### config.mk
export PLATFORM = sky130hd
export DESIGN_NAME = demultiplexer_1to2_stream
export DESIGN_NICKNAME = d
export VERILOG_FILES = /design/src/rtl/demultiplexer_1to2_stream.sv
export SDC_FILE = /design/constraint.sdc
export NUM_CORES = 1
export LEC_CHECK = 0
export ABC_AREA = 1
export CORE_MARGIN = 3
export CORE_UTILIZATION = 30
export CTS_BUF_LIST = sky130_fd_sc_hd__clkbuf_2 sky130_fd_sc_hd__clkbuf_4 sky130_fd_sc_hd__clkbuf_8
export DETAILED_ROUTE_END_ITERATION = 6
export PLACE_DENSITY_LB_ADDON = 0.05
export SETUP_SLACK_MARGIN = 0.15
export SYNTH_ARGS = -nofsm -noshare
export SYNTH_HDL_FRONTEND = slang
export SYNTH_SLANG_ARGS = --single-unit
export TNS_END_PERCENT = 50
### constraint.sdc
create_clock -name clk -period 1.7 [get_ports clk]
set_input_delay 0.34 -clock clk [delete_from_list [all_inputs] [get_ports clk]]
set_output_delay 0.34 -clock clk [all_outputs]
set_load 0.02 [all_outputs]
### src/rtl/demultiplexer_1to2_stream.sv
// ---------------------------------------------------------------------------
// demultiplexer_1to2_stream
//   Registered 1-to-2 stream demultiplexer. One producer stream is steered to
//   one of two consumer streams. Each consumer has a private 2-entry buffer,
//   so a stalled consumer never blocks or corrupts the other one.
//
// Ports
//   clk, reset           clock / asynchronous active-low reset
//   In_Valid/In_Data     producer word
//   Selector             1 -> port 0, 0 -> port 1
//   In_Ready             selected buffer has space (never sees Out*_Ready)
//   Out0_*/Out1_*        consumer streams, registered head word
//   Count0/Count1        words delivered per port, wrapping
// ---------------------------------------------------------------------------

// ---------------------------------------------------------------------------
// demux_stream_buffer
//   Two-entry FIFO for one output port. The head word lives in its own
//   register so the output data never passes through a read mux.
//
// Ports
//   clk, reset     clock / asynchronous active-low reset
//   push, push_data  write one word (caller guarantees !full)
//   pop_ready      consumer ready; a pop happens only while valid
//   valid, data    head word
//   full           two entries held
//   count          delivered-word counter, wraps
// ---------------------------------------------------------------------------
module demux_stream_buffer #(
   parameter int NBits     = 16,
   parameter int CountBits = 8
) (
   input  logic                 clk,
   input  logic                 reset,
   input  logic                 push,
   input  logic [NBits-1:0]     push_data,
   input  logic                 pop_ready,
   output logic                 valid,
   output logic [NBits-1:0]     data,
   output logic                 full,
   output logic [CountBits-1:0] count
);

   typedef enum logic [1:0] {
      OCC_EMPTY = 2'd0,
      OCC_ONE   = 2'd1,
      OCC_TWO   = 2'd2
   } occ_t;

   occ_t             occ;
   logic [NBits-1:0] head;
   logic [NBits-1:0] tail;
   logic             pop;

   assign valid = (occ != OCC_EMPTY);
   assign full  = (occ == OCC_TWO);
   assign data  = head;
   // Ready while empty is ignored.
   assign pop   = valid & pop_ready;

   always_ff @(posedge clk or negedge reset) begin
      if (!reset) begin
         occ   <= OCC_EMPTY;
         head  <= '0;
         tail  <= '0;
         count <= '0;
      end else begin
         case (occ)
            OCC_EMPTY: begin
               if (push) begin
                  head <= push_data;
                  occ  <= OCC_ONE;
               end
            end
            OCC_ONE: begin
               if (push && pop) begin
                  // Head leaves, the incoming word replaces it directly.
                  head <= push_data;
               end else if (push) begin
                  tail <= push_data;
                  occ  <= OCC_TWO;
               end else if (pop) begin
                  // head keeps its stale value so data holds while !valid
                  occ <= OCC_EMPTY;
               end
            end
            OCC_TWO: begin
               // No push can arrive here: the producer sees !ready.
               if (pop) begin
                  head <= tail;
                  occ  <= OCC_ONE;
               end
            end
            default: occ <= OCC_EMPTY;
         endcase

         if (pop) count <= count + CountBits'(1);
      end
   end

endmodule

module demultiplexer_1to2_stream #(
   parameter int NBits     = 16,
   parameter int CountBits = 8
) (
   input  logic                 clk,
   input  logic                 reset,
   input  logic                 In_Valid,
   input  logic [NBits-1:0]     In_Data,
   input  logic                 Selector,
   output logic                 In_Ready,
   output logic                 Out0_Valid,
   output logic [NBits-1:0]     Out0_Data,
   input  logic                 Out0_Ready,
   output logic                 Out1_Valid,
   output logic [NBits-1:0]     Out1_Data,
   input  logic                 Out1_Ready,
   output logic [CountBits-1:0] Count0,
   output logic [CountBits-1:0] Count1
);

   localparam int NumPorts = 2;

   logic [NumPorts-1:0]                route;
   logic [NumPorts-1:0]                push;
   logic [NumPorts-1:0]                pop_ready;
   logic [NumPorts-1:0]                valid;
   logic [NumPorts-1:0]                full;
   logic [NumPorts-1:0][NBits-1:0]     data;
   logic [NumPorts-1:0][CountBits-1:0] count;
   logic                               accept;

   // One-hot destination: Selector==1 picks port 0, matching the 2-to-1 muxes.
   assign route     = {~Selector, Selector};
   // Only the selected buffer's occupancy matters; consumer ready is not
   // consulted, so a full buffer frees space one cycle after its pop.
   assign In_Ready  = reset & |(route & ~full);
   assign accept    = In_Valid & In_Ready;
   assign push      = route & {NumPorts{accept}};
   assign pop_ready = {Out1_Ready, Out0_Ready};

   for (genvar k = 0; k < NumPorts; k++) begin : g_port
      demux_stream_buffer #(
         .NBits     (NBits),
         .CountBits (CountBits)
      ) u_buf (
         .clk       (clk),
         .reset     (reset),
         .push      (push[k]),
         .push_data (In_Data),
         .pop_ready (pop_ready[k]),
         .valid     (valid[k]),
         .data      (data[k]),
         .full      (full[k]),
         .count     (count[k])
      );
   end

   assign Out0_Valid = valid[0];
   assign Out0_Data  = data[0];
   assign Count0     = count[0];
   assign Out1_Valid = valid[1];
   assign Out1_Data  = data[1];
   assign Count1     = count[1];

endmodule

==> implementation parameters, run 1 <==
Parameter                              Value

Power and ir drop
  Cell internal pwr ... 4.913 mW
  Reported leakage power ... 2.667 nW
  Net switching power of the design ... 2.900 mW
  Seq pwr share ... 42.0%
  Clock network fraction of design power ... 19.6%
  Power after layout ... 7.813 mW
  Maximum ir drop on the vdd rail ... 0.6667 mV
  Proportion of power drawn by combinational gates ... 38.3%
  P per Cell Area ... 1494 nW/um2
  Sw Ratio ... 37.12%

Cells and area
  Area growth, synth to finish ... 36.88%
  Post-layout instance count excluding filler cells ... 714
  Nets@finish ... 565
  Layout cells sized above 1 ... 15.02%
  Number of diodes ... 0
  Finished layout cell area ... 5229 um2
  Core occupancy in the finished layout ... 42.82%

Synthesis
  Most frequent cell after synthesis ... nand2_1
  Area share of the leading cell type in the synthesized netlist ... 55.03%
  Count of unique library cells instantiated by Yosys ... 28
  Yosys warnings ... 0
  Synthesized netlist net count ... 467
  Cell taking the most area after synthesis ... dfrtp_1
  Top_reg_cell synth ... dfrtp_1
  Synth Area per Inst ... 8.623 um2
  Synth area leaders ... dfrtp_1, nand2_1, inv_1
  Synth Instances ... 443
  Most frequent cells after synthesis ... nand2_1, dfrtp_1, inv_1, o21ai_0, o21ai_1
  Register bit total from synthesis ... 84
  EDFF count, synth ... 0
  Synthesized area ... 3820 um2
  FFs w/ async S/R, synth ... 100.0%
  Sequential cell area fraction in the yosys report ... 55.03%

Global route
  Largest net degree at the start of global routing ... 46
  Initial antenna violation count ... 0
  Number of global-route vias before repair ... 2878
  Total overflow reported by the global router ... 0
  Wire length of the first global-routing pass ... 15090 um
  Combined global-route utilization of all metal layers ... 13.44%

Detailed routing
  Overall routed net length ... 9212 um
  Detail-routed via count per cell ... 4.261
  Avg WL per Cell ... 12.90 um
  Total number of vias ... 3042
  Pre-Repair DR Iteration Count ... 4
  Total DRC errors in the routed layout ... 0
  Number of antenna-violating nets in the routed design ... 0
  DRC marker count from the first detailed-route iteration ... 150

Place
  I/O Buffers ... 72
  Routability cong. ... 0.7425
  Total placed instance area ... 4873 um2
  Detailed placer's ending HPWL ... 6211 um
  Number of cells in the design after placement ... 686

Clocking
  CTS Buffer Depth ... 2
  Clock-pin slew reported for the worst setup and hold paths after clock tree synthesis ... 80 ps
  Clock root buffer ... clkbuf_8
  Number of CTS-inserted buffers ... 9
  CTS Hold Bufs ... 0
  Source-to-sink clock delay at the later pin of the worst-skew pair ... 360 ps
  CTS sink count ... 84
  Maximum level of the CTS H-tree ... 3
  Clock tree from TritonCTS ... done

Status
  Run status ... finished, final reports clean

Critical path
  CP startpoint kind ... register
  Arrival time of the worst setup path ... 1200 ps
  Setup crit end kind ... primary output
  Crit path max fanout ... 3
  Worst setup path category ... register to primary output
  Worst EP required ... 1360 ps

Die
  Core Footprint ... 12210 um2
  Boundary Pins ... 73
  Starting Density ... 31.28%
  Die Y ... 118.8 um
  Area of the die ... 14120 um2
  Width of the die ... 118.8 um
  Rows ... 40

STA
  Max-slew headroom ... 59.92%
  Slew at the pin with the worst max-slew slack ... 601.2 ps
  Total count of hold-check failures in the final report ... 0
  Slew Limit Fails ... 0
  Worst Skew ... 8.057 ps
  Final worst hold slack ... 128.4 ps
  Setup repair after global routing missed its margin ... yes
  Part of the cycle the worst path needs ... 90.32%
  Time the final worst path needs with I/O delays and setup ... 1535 ps
  Number of endpoints failing setup at the final stage ... 0
  Max Fclk ... 0.6513 GHz

Job
  Maxcap violations ... 0

Hold path
  Path class of the lowest-slack min-delay path ... primary input to asynchronous set/reset pin
-- what timing repair did --
action / CTS / global route
pin swaps: 1 / 5
endpoints found under the setup margin: 52 / 57
buffers inserted: 4 / 5
gates cloned: 0 / 3
gates resized for setup: 68 / 31
-- through the flow --
stage / setup TNS, ps / setup WS [ps]
2_1_floorplan: 0 / 249.7
3_3_place_gp: -5213 / -305.3
3_5_place_dp: -6154 / -323.3
4_1_cts: 0 / 47.91
5_1_grt: 0 / 81.23
6_report: 0 / 164.6
-- state kept, by name, indices dropped and copies added (netlist names) --
| register | count |
|---|---|
| g_port.u_buf.occ | 4 |
| g_port.u_buf.count | 16 |
| g_port.u_buf.tail | 32 |
| g_port.u_buf.data | 32 |
-- worst paths after layout --
kind	start	end	slack, ps	cells past startpoint
worst max-delay path	g_port[0].u_buf.occ[0]	In_Ready	160	5
worst min-delay path	reset	g_port[1].u_buf.count[0]	130	2
worst max register to register	g_port[0].u_buf.occ[1]	g_port[0].u_buf.tail[10]	170	9
worst min register to register	g_port[1].u_buf.data[1]	g_port[1].u_buf.data[1]	470	2
max in group asynchronous	reset	g_port[0].u_buf.occ[0]	830	3
min in group clk	reset	g_port[0].u_buf.occ[1]	440	5
-- logic make-up after synthesis --
kind of cell	after synthesis	share of synthesized area, %
compound gates	88	12.68
xor+xnor	11	2.522
fa+ha+maj	2	0.6550
buf+inv	75	8.090
flops	84	55.03
simple gates	183	21.03
-- placed cells by master (no fill, tap or decap), types with 8 or more instances in the layout --
| cell | synthesis | final |
|---|---|---|
| inv_1 | 54 | 52 |
| o21ai_0 | 35 | 23 |
| o21ai_1 | 34 | 45 |
| dlygate4sd2_1 | 0 | 48 |
| nand2_1 | 137 | 134 |
| clkbuf_8 | 0 | 11 |
| buf_4 | 2 | 25 |
| dfrtp_1 | 84 | 82 |
| nand3_1 | 20 | 19 |
| clkdlybuf4s50_1 | 0 | 19 |
| o21a_1 | 16 | 16 |
| xnor2_1 | 8 | 8 |
-- cell type report --
| cell class | instances | area [um2] |
|---|---|---|
| Inverter | 57 | 216.5 |
| Tap cell | 168 | 210.2 |
| Timing Repair Buffer | 105 | 1017 |
| Multi-Input combinational cell | 284 | 1469 |
| Sequential cell | 84 | 2105 |
| Clock buffer | 15 | 181.4 |
| Clock inverter | 1 | 30.03 |
| Fill cell | 1265 | 6983 |
-- layer usage --
metal / up-vias / routed length (um) / share of wire, % / global-route usage [%]
met1: 1365 / 4795 / 52 / 20.99
met5: - / 0 / 0 / 0
met2: 74 / 3858 / 42 / 17.30
met4: 0 / 137 / 1.5 / 6.083
met3: 8 / 421 / 4.6 / 2.991
li1: 1595 / - / - / -
-- critical path, cell delays in order (launching register included) --
cell,delay [ps]
dfrtp_2,430
inv_4,90
nand3_2,70
nand2_2,100
nor2_4,40
buf_6,120
-- power by group through the flow --
stage                     logic, mW  registers [mW]  clock network (mW)
after detailed placement       3.19            3.34                   0
final                          3.00            3.28                1.53
after global placement         3.17            3.35                   0
after global routing           3.35            3.40                1.70
after floorplan                1.12            3.89                   0
after CTS                      2.90            3.30                1.61
(Power assumes the default switching activity.)
==> run 2: changes to the inputs <==
--- a/config.mk
+++ b/config.mk
@@ -6,7 +6,7 @@
 export NUM_CORES = 1
 export LEC_CHECK = 0
 export ABC_AREA = 1
-export CORE_MARGIN = 3
+export CAP_MARGIN = 20
 export CORE_UTILIZATION = 30
 export CTS_BUF_LIST = sky130_fd_sc_hd__clkbuf_2 sky130_fd_sc_hd__clkbuf_4 sky130_fd_sc_hd__clkbuf_8
 export DETAILED_ROUTE_END_ITERATION = 6
==> run 2 against run 1 <==
Effect of this change:
- worst hold slack got worse by 74 ps
- first-iteration DRC count rose by 28%
- power rose by 0.62%
- critical path type unchanged
- fmax fell by 2.4%
- sequential share of layout area rose by 1.0 points
- core utilization fell by 1.1 points
- highest routed layer unchanged
- sequential power barely moved
- clock skew rose by 2.5 ps
- via count rose by 1.6%
- die area fell by 6.6%
==> implementation parameters, run 2 (synthesized netlist as in run 1, its figures left out) <==
Parameter                              Value

Critical path
  Depth of the worst register-to-register path ... 9 (unchanged)
  Arrival time of the worst setup path ... 1230 ps (+30 ps)
  Crit path max fanout ... 3 (unchanged)
  Worst EP required ... 1360 ps (about the same)
  CP startpoint kind ... register
  Worst setup path category ... register to primary output
  Setup crit end kind ... primary output

Clocking
  Number of CTS-inserted buffers ... 9 (unchanged)
  Clock root buffer ... clkbuf_8
  Clock-pin slew reported for the worst setup and hold paths after clock tree synthesis ... 90 ps (about the same)
  CTS sink count ... 84 (unchanged)
  Source-to-sink clock delay at the later pin of the worst-skew pair ... 360 ps (about the same)
  Clock tree from TritonCTS ... done
  Maximum level of the CTS H-tree ... 3 (unchanged)
  CTS Hold Bufs ... 0 (unchanged)
  CTS Buffer Depth ... 2 (unchanged)

Cells and area
  Commonest cells after routing, fill and taps aside ... nand2_1, dfrtp_1, inv_1
  Nets@finish ... 556 (-1.6%)
  Area growth, synth to finish ... 33.41%
  Layout cells sized above 1 ... 12.48% (-2.5 points)
  Most common cell after layout, fill and taps aside ... nand2_1
  Number of diodes ... 0 (unchanged)

STA
  Slew at the pin with the worst max-slew slack ... 403.8 ps (-197.4 ps)
  Max-slew headroom ... 73.08% (+13 points)
  Part of the cycle the worst path needs ... 92.53% (+2.2 points)
  Setup repair after global routing missed its margin ... yes
  Total count of hold-check failures in the final report ... 0 (unchanged)
  Slew Limit Fails ... 0 (unchanged)
  Number of endpoints failing setup at the final stage ... 0 (unchanged)
  Time the final worst path needs with I/O delays and setup ... 1573 ps (+37.50 ps)
  Worst Skew ... 10.51 ps (+2.455 ps)
  Final worst hold slack ... 53.94 ps (-74.47 ps)
  Max Fclk ... 0.6358 GHz (-2.4%)

Power and ir drop
  Net switching power of the design ... 2.901 mW (about the same)
  Cell internal pwr ... 4.960 mW (+0.97%)
  Maximum ir drop on the vdd rail ... 0.7713 mV (+16%)
  Seq pwr share ... 41.8% (-0.2 points)
  Proportion of power drawn by combinational gates ... 36.3% (-2.0 points)
  Sw Ratio ... 36.90% (-0.22 points)
  Clock network fraction of design power ... 21.9% (+2.3 points)
  Reported leakage power ... 2.614 nW (-2.0%)
  Power after layout ... 7.861 mW (+0.62%)
  P per Cell Area ... 1543 nW/um2 (+3.2%)

Job
  Maxcap violations ... 0 (unchanged)

Global route
  Total overflow reported by the global router ... 0 (unchanged)
  Largest net degree at the start of global routing ... 35 (-24%)
  Number of global-route vias before repair ... 2844 (-1.2%)
  Initial antenna violation count ... 0 (unchanged)
  Combined global-route utilization of all metal layers ... 14.39% (+0.95 points)
  Wire length of the first global-routing pass ... 14590 um (-3.3%)

Place
  I/O Buffers ... 72 (unchanged)
  Routability cong. ... 0.7277 (-2.0%)
  Detailed placer's ending HPWL ... 6189 um (-0.35%)

Hold path
  Path class of the lowest-slack min-delay path ... primary input to asynchronous set/reset pin

Detailed routing
  DRC marker count from the first detailed-route iteration ... 192 (+28%)
  DR WL met3 ... 406 um (-3.6%)
  Max layer used ... met4
  Number of antenna-violating nets in the routed design ... 0 (unchanged)
  Avg WL per Cell ... 12.44 um (-3.6%)
  Overall routed net length ... 8772 um (-4.8%)
  Routed met1 length ... 4831 um (+0.75%)
  Detail-routed via count per cell ... 4.384 (+2.9%)
  Detailed route wirelength on metal2 ... 3426 um (-11%)
  Total number of vias ... 3091 (+1.6%)
  Pre-Repair DR Iteration Count ... 6 (+2)
  Total DRC errors in the routed layout ... 0 (unchanged)

Die
  Area of the die ... 13190 um2 (-6.6%)
  Width of the die ... 114.8 um (-3.4%)
  Core Footprint ... 12210 um2 (unchanged)
  Die Y ... 114.8 um (-3.4%)
  Starting Density ... 31.28% (unchanged)
  Boundary Pins ... 73 (unchanged)
  Rows ... 40 (unchanged)

Status
  Run status ... finished, final reports clean
## run 2: cell types whose count changed in the layout (fill, tap and decap cells not counted), moves of 4 or more
cell | before | now
o21ai_0 | 23 | 35
o21ai_1 | 45 | 33
buf_4 | 25 | 20
buf_6 | 5 | 1
clkbuf_4 | 4 | 0
nor2_4 | 5 | 1
## run 2: critical path: stages, from the launching register on
cell	delay (ps)
dfrtp_1	430
buf_4	150
nor2_2	90
inv_1	50
buf_2	150
## run 2: layout make-up
cell class | instances | area (um2)
Tap cell | 168 | 210.2
Multi-Input combinational cell | 284 | 1423
Clock inverter | 7 | 115.1
Fill cell | 1291 | 7116
Sequential cell | 84 | 2103
Timing Repair Buffer | 96 | 907.1
Inverter | 57 | 214.0
Clock buffer | 9 | 123.9
## run 2: through the flow
stage	TNS [ps]	setup slack (ps)	util, %	cells	area, um2
final	0	127.1	41.73	705	5096
after global routing	0	54.33	41.73	705	5096
after CTS	0	79.74	41.48	702	5065
after detailed placement	-6387	-320.7	39.95	685	4878
after global placement	-5053	-301.6	39.95	685	4878
after floorplan	0	249.7	-	443	3820
## run 2: power by group through the flow
stage | Clock (mW) | Combinational [mW] | Sequential, mW
after CTS | 1.79 | 2.85 | 3.30
after global routing | 1.87 | 3.18 | 3.41
final | 1.72 | 2.86 | 3.29
after floorplan | 0 | 1.12 | 3.89
after detailed placement | 0 | 3.19 | 3.35
after global placement | 0 | 3.15 | 3.34
## run 2: final timing paths
path,start,endpoint,slack (ps)
max,g_port[0].u_buf.occ[0],Out0_Valid,130
min,reset,g_port[1].u_buf.count[0],50
max reg2reg,g_port[0].u_buf.occ[0],g_port[0].u_buf.data[9],180
min reg2reg,g_port[1].u_buf.data[14],g_port[1].u_buf.data[14],470
max in group asynchronous,reset,g_port[0].u_buf.occ[1],900
min in group clk,reset,g_port[0].u_buf.occ[1],450
## run 2: metal layers
metal / vias up / GRT usage (%)
met5: - / 0
met4: 0 / 6.234
met3: 9 / 3.057
met2: 87 / 18.71
met1: 1417 / 22.41
li1: 1578 / -
## run 2: what timing repair did
action                     in CTS  in global routing
setup buffers                   1                  3
setup endpoints to repair      52                 15
resized for setup              66                  3
==> run 3: changes to the inputs <==
--- a/config.mk
+++ b/config.mk
@@ -7,11 +7,12 @@
 export LEC_CHECK = 0
 export ABC_AREA = 1
 export CAP_MARGIN = 20
-export CORE_UTILIZATION = 30
+export CORE_UTILIZATION = 54
 export CTS_BUF_LIST = sky130_fd_sc_hd__clkbuf_2 sky130_fd_sc_hd__clkbuf_4 sky130_fd_sc_hd__clkbuf_8
 export DETAILED_ROUTE_END_ITERATION = 6
-export PLACE_DENSITY_LB_ADDON = 0.05
+export PLACE_DENSITY = 0.81
 export SETUP_SLACK_MARGIN = 0.15
+export SLEW_MARGIN = 10
 export SYNTH_ARGS = -nofsm -noshare
 export SYNTH_HDL_FRONTEND = slang
 export SYNTH_SLANG_ARGS = --single-unit
==> run 3 against run 2 <==
Effect of this change:
- non-clock buffer count rose by 10
- sequential power hardly changed
- critical path depth is 1 lower
- sequential cell count unchanged
- largest power group unchanged
- routed wire length rose by 0.44%
- largest cell class unchanged
- first-iteration DRC count up 47%
- clock power decreased by 21%
- global-route usage grew 9.2 points
- fmax shrank 2.5%
- clock skew up 2.8 ps
- combinational power is 4% higher
- setup slack lost 41 ps
==> implementation parameters, run 3 (synthesized netlist as in run 1, its figures left out) <==
Parameter                              Value

Detailed routing
  Total DRC errors in the routed layout ... 0 (unchanged)
  Avg WL per Cell ... 13.77 um (+11%)
  Total number of vias ... 3252 (+5.2%)
  DRC marker count from the first detailed-route iteration ... 282 (+47%)
  Number of antenna-violating nets in the routed design ... 0 (unchanged)
  Overall routed net length ... 8811 um (+0.44%)
  Detail-routed via count per cell ... 5.081 (+16%)
  Pre-Repair DR Iteration Count ... 4 (-2)

Critical path
  Crit path max fanout ... 3 (unchanged)
  Setup crit end kind ... primary output
  Slowest CP cell ... dfrtp_1
  Delay of the slowest cell on the worst path ... 430 ps (about the same)
  List of cells traversed by the critical path ... nor2_2, inv_1, clkdlybuf4s15_2
  Arrival time of the worst setup path ... 1270 ps (+40 ps)
  Bufs and invs on worst path ... 2 (-1)
  Worst EP required ... 1360 ps (about the same)
  CP startpoint kind ... register
  Worst setup path category ... register to primary output
  Delay-heaviest family, CP ... flip-flops

STA
  Worst Skew ... 13.29 ps (+2.777 ps)
  Slew at the pin with the worst max-slew slack ... 527.3 ps (+123.4 ps)
  Part of the cycle the worst path needs ... 94.91% (+2.4 points)
  Max Fclk ... 0.6198 GHz (-2.5%)
  Setup repair after global routing missed its margin ... yes
  Slew Limit Fails ... 0 (unchanged)
  Total count of hold-check failures in the final report ... 0 (unchanged)
  Max-slew headroom ... 64.85% (-8.2 points)
  Number of endpoints failing setup at the final stage ... 0 (unchanged)
  Time the final worst path needs with I/O delays and setup ... 1613 ps (+40.51 ps)

Clocking
  Source-to-sink clock delay at the later pin of the worst-skew pair ... 350 ps (about the same)
  Clock root buffer ... clkbuf_8
  Clock tree from TritonCTS ... done
  Number of CTS-inserted buffers ... 9 (unchanged)
  Clock-pin slew reported for the worst setup and hold paths after clock tree synthesis ... 90 ps (about the same)
  Maximum level of the CTS H-tree ... 3 (unchanged)
  CTS Hold Bufs ... 0 (unchanged)
  CTS Buffer Depth ... 2 (unchanged)
  CTS sink count ... 84 (unchanged)

Place
  Detailed placer's ending HPWL ... 5621 um (-9.2%)
  I/O Buffers ... 72 (unchanged)
  Number of cells in the design after placement ... 615 (-10%)
  Routability cong. ... 0.8548 (+17%)

Global route
  Number of global-route vias before repair ... 2917 (+2.6%)
  Wire length of the first global-routing pass ... 13560 um (-7.0%)
  Initial antenna violation count ... 0 (unchanged)
  Combined global-route utilization of all metal layers ... 23.60% (+9.2 points)
  Total overflow reported by the global router ... 0 (unchanged)
  Largest net degree at the start of global routing ... 85 (+140%)

Cells and area
  Area growth, synth to finish ... 33.38% (about the same)
  Most common cell after layout, fill and taps aside ... nand2_1
  Number of diodes ... 0 (unchanged)
  Commonest cells after routing, fill and taps aside ... nand2_1, dfrtp_1, inv_1
  Layout cells sized above 1 ... 15.07% (+2.6 points)
  Post-layout instance count excluding filler cells ... 640 (-9.2%)
  Nets@finish ... 566 (+1.8%)
  Filler instances ... 524 (-59%)

Status
  Run status ... finished, final reports clean

Die
  Boundary Pins ... 73 (unchanged)
  Core Footprint ... 6832 um2 (-44%)
  Die Y ... 86.11 um (-25%)
  Rows ... 30 (-25%)
  Starting Density ... 55.92% (+25 points)
  Area of the die ... 7414 um2 (-44%)
  Width of the die ... 86.11 um (-25%)

Job
  Maxcap violations ... 0 (unchanged)

Power and ir drop
  Maximum ir drop on the vdd rail ... 0.9265 mV (+20%)
  P per Cell Area ... 1498 nW/um2 (-2.9%)
  Reported leakage power ... 2.662 nW (+1.8%)
  Power after layout ... 7.631 mW (-2.9%)

Hold path
  Path class of the lowest-slack min-delay path ... primary input to asynchronous set/reset pin
-- run 3: layout make-up --
| class | count | area [um2] | area share [%] |
|---|---|---|---|
| sequential | 84 | 2102 | 41.26 |
| clock inverter | 3 | 40.04 | 0.7859 |
| inverter | 57 | 214.0 | 4.199 |
| clock buffer | 10 | 137.6 | 2.701 |
| multi-input combinational | 284 | 1484 | 29.13 |
| timing repair buffer | 106 | 997.2 | 19.57 |
| tap | 96 | 120.1 | 2.358 |
-- run 3: routing by layer --
metal	wire length [um]	vias to the layer above	GRT usage, %
met5	0	-	0
met4	115	0	9.848
met3	319	12	3.754
met2	4334	78	35.64
met1	4042	1568	34.08
li1	-	1594	-
-- run 3: worst paths after layout --
| path | start | cells after the start | slack, ps | to |
|---|---|---|---|---|
| max | g_port[0].u_buf.occ[1] | 3 | 90 | Out0_Valid |
| min | reset | 2 | 120 | g_port[1].u_buf.data[7] |
| max reg2reg | g_port[0].u_buf.occ[1] | 9 | 110 | g_port[0].u_buf.tail[11] |
| min reg2reg | g_port[1].u_buf.data[7] | 2 | 470 | g_port[1].u_buf.data[7] |
| max in group asynchronous | reset | 3 | 970 | g_port[0].u_buf.tail[10] |
| min in group clk | g_port[1].u_buf.data[7] | 2 | 470 | g_port[1].u_buf.data[7] |
-- run 3: metrics by stage --
step,TNS [ps],worst slack (ps),utilization [%],hold WS (ps),cell area (um2)
after floorplan,0,249.7,-,44.41,3820
after global placement,-3646,-361.2,69.58,454.3,4753
after detailed placement,-6260,-381.3,69.58,458.0,4753
after CTS,0,97.52,71.28,342.3,4870
after global routing,0,37.66,74.58,169.3,5095
final,0,86.56,74.58,120.2,5095
-- run 3: where the power goes --
group | leakage (nW) | internal [mW] | switching (mW)
clock network | 0.0939 | 0.690 | 0.668
registers | 1.05 | 2.84 | 0.456
logic | 1.52 | 1.18 | 1.79
total | 2.66 | 4.71 | 2.92
-- run 3: what timing repair did --
action / in CTS / in global routing
setup endpoints to repair: 51 / 48
pin swaps: 0 / 3
gates cloned: 0 / 3
gates resized for setup: 60 / 33
setup buffers: 0 / 8
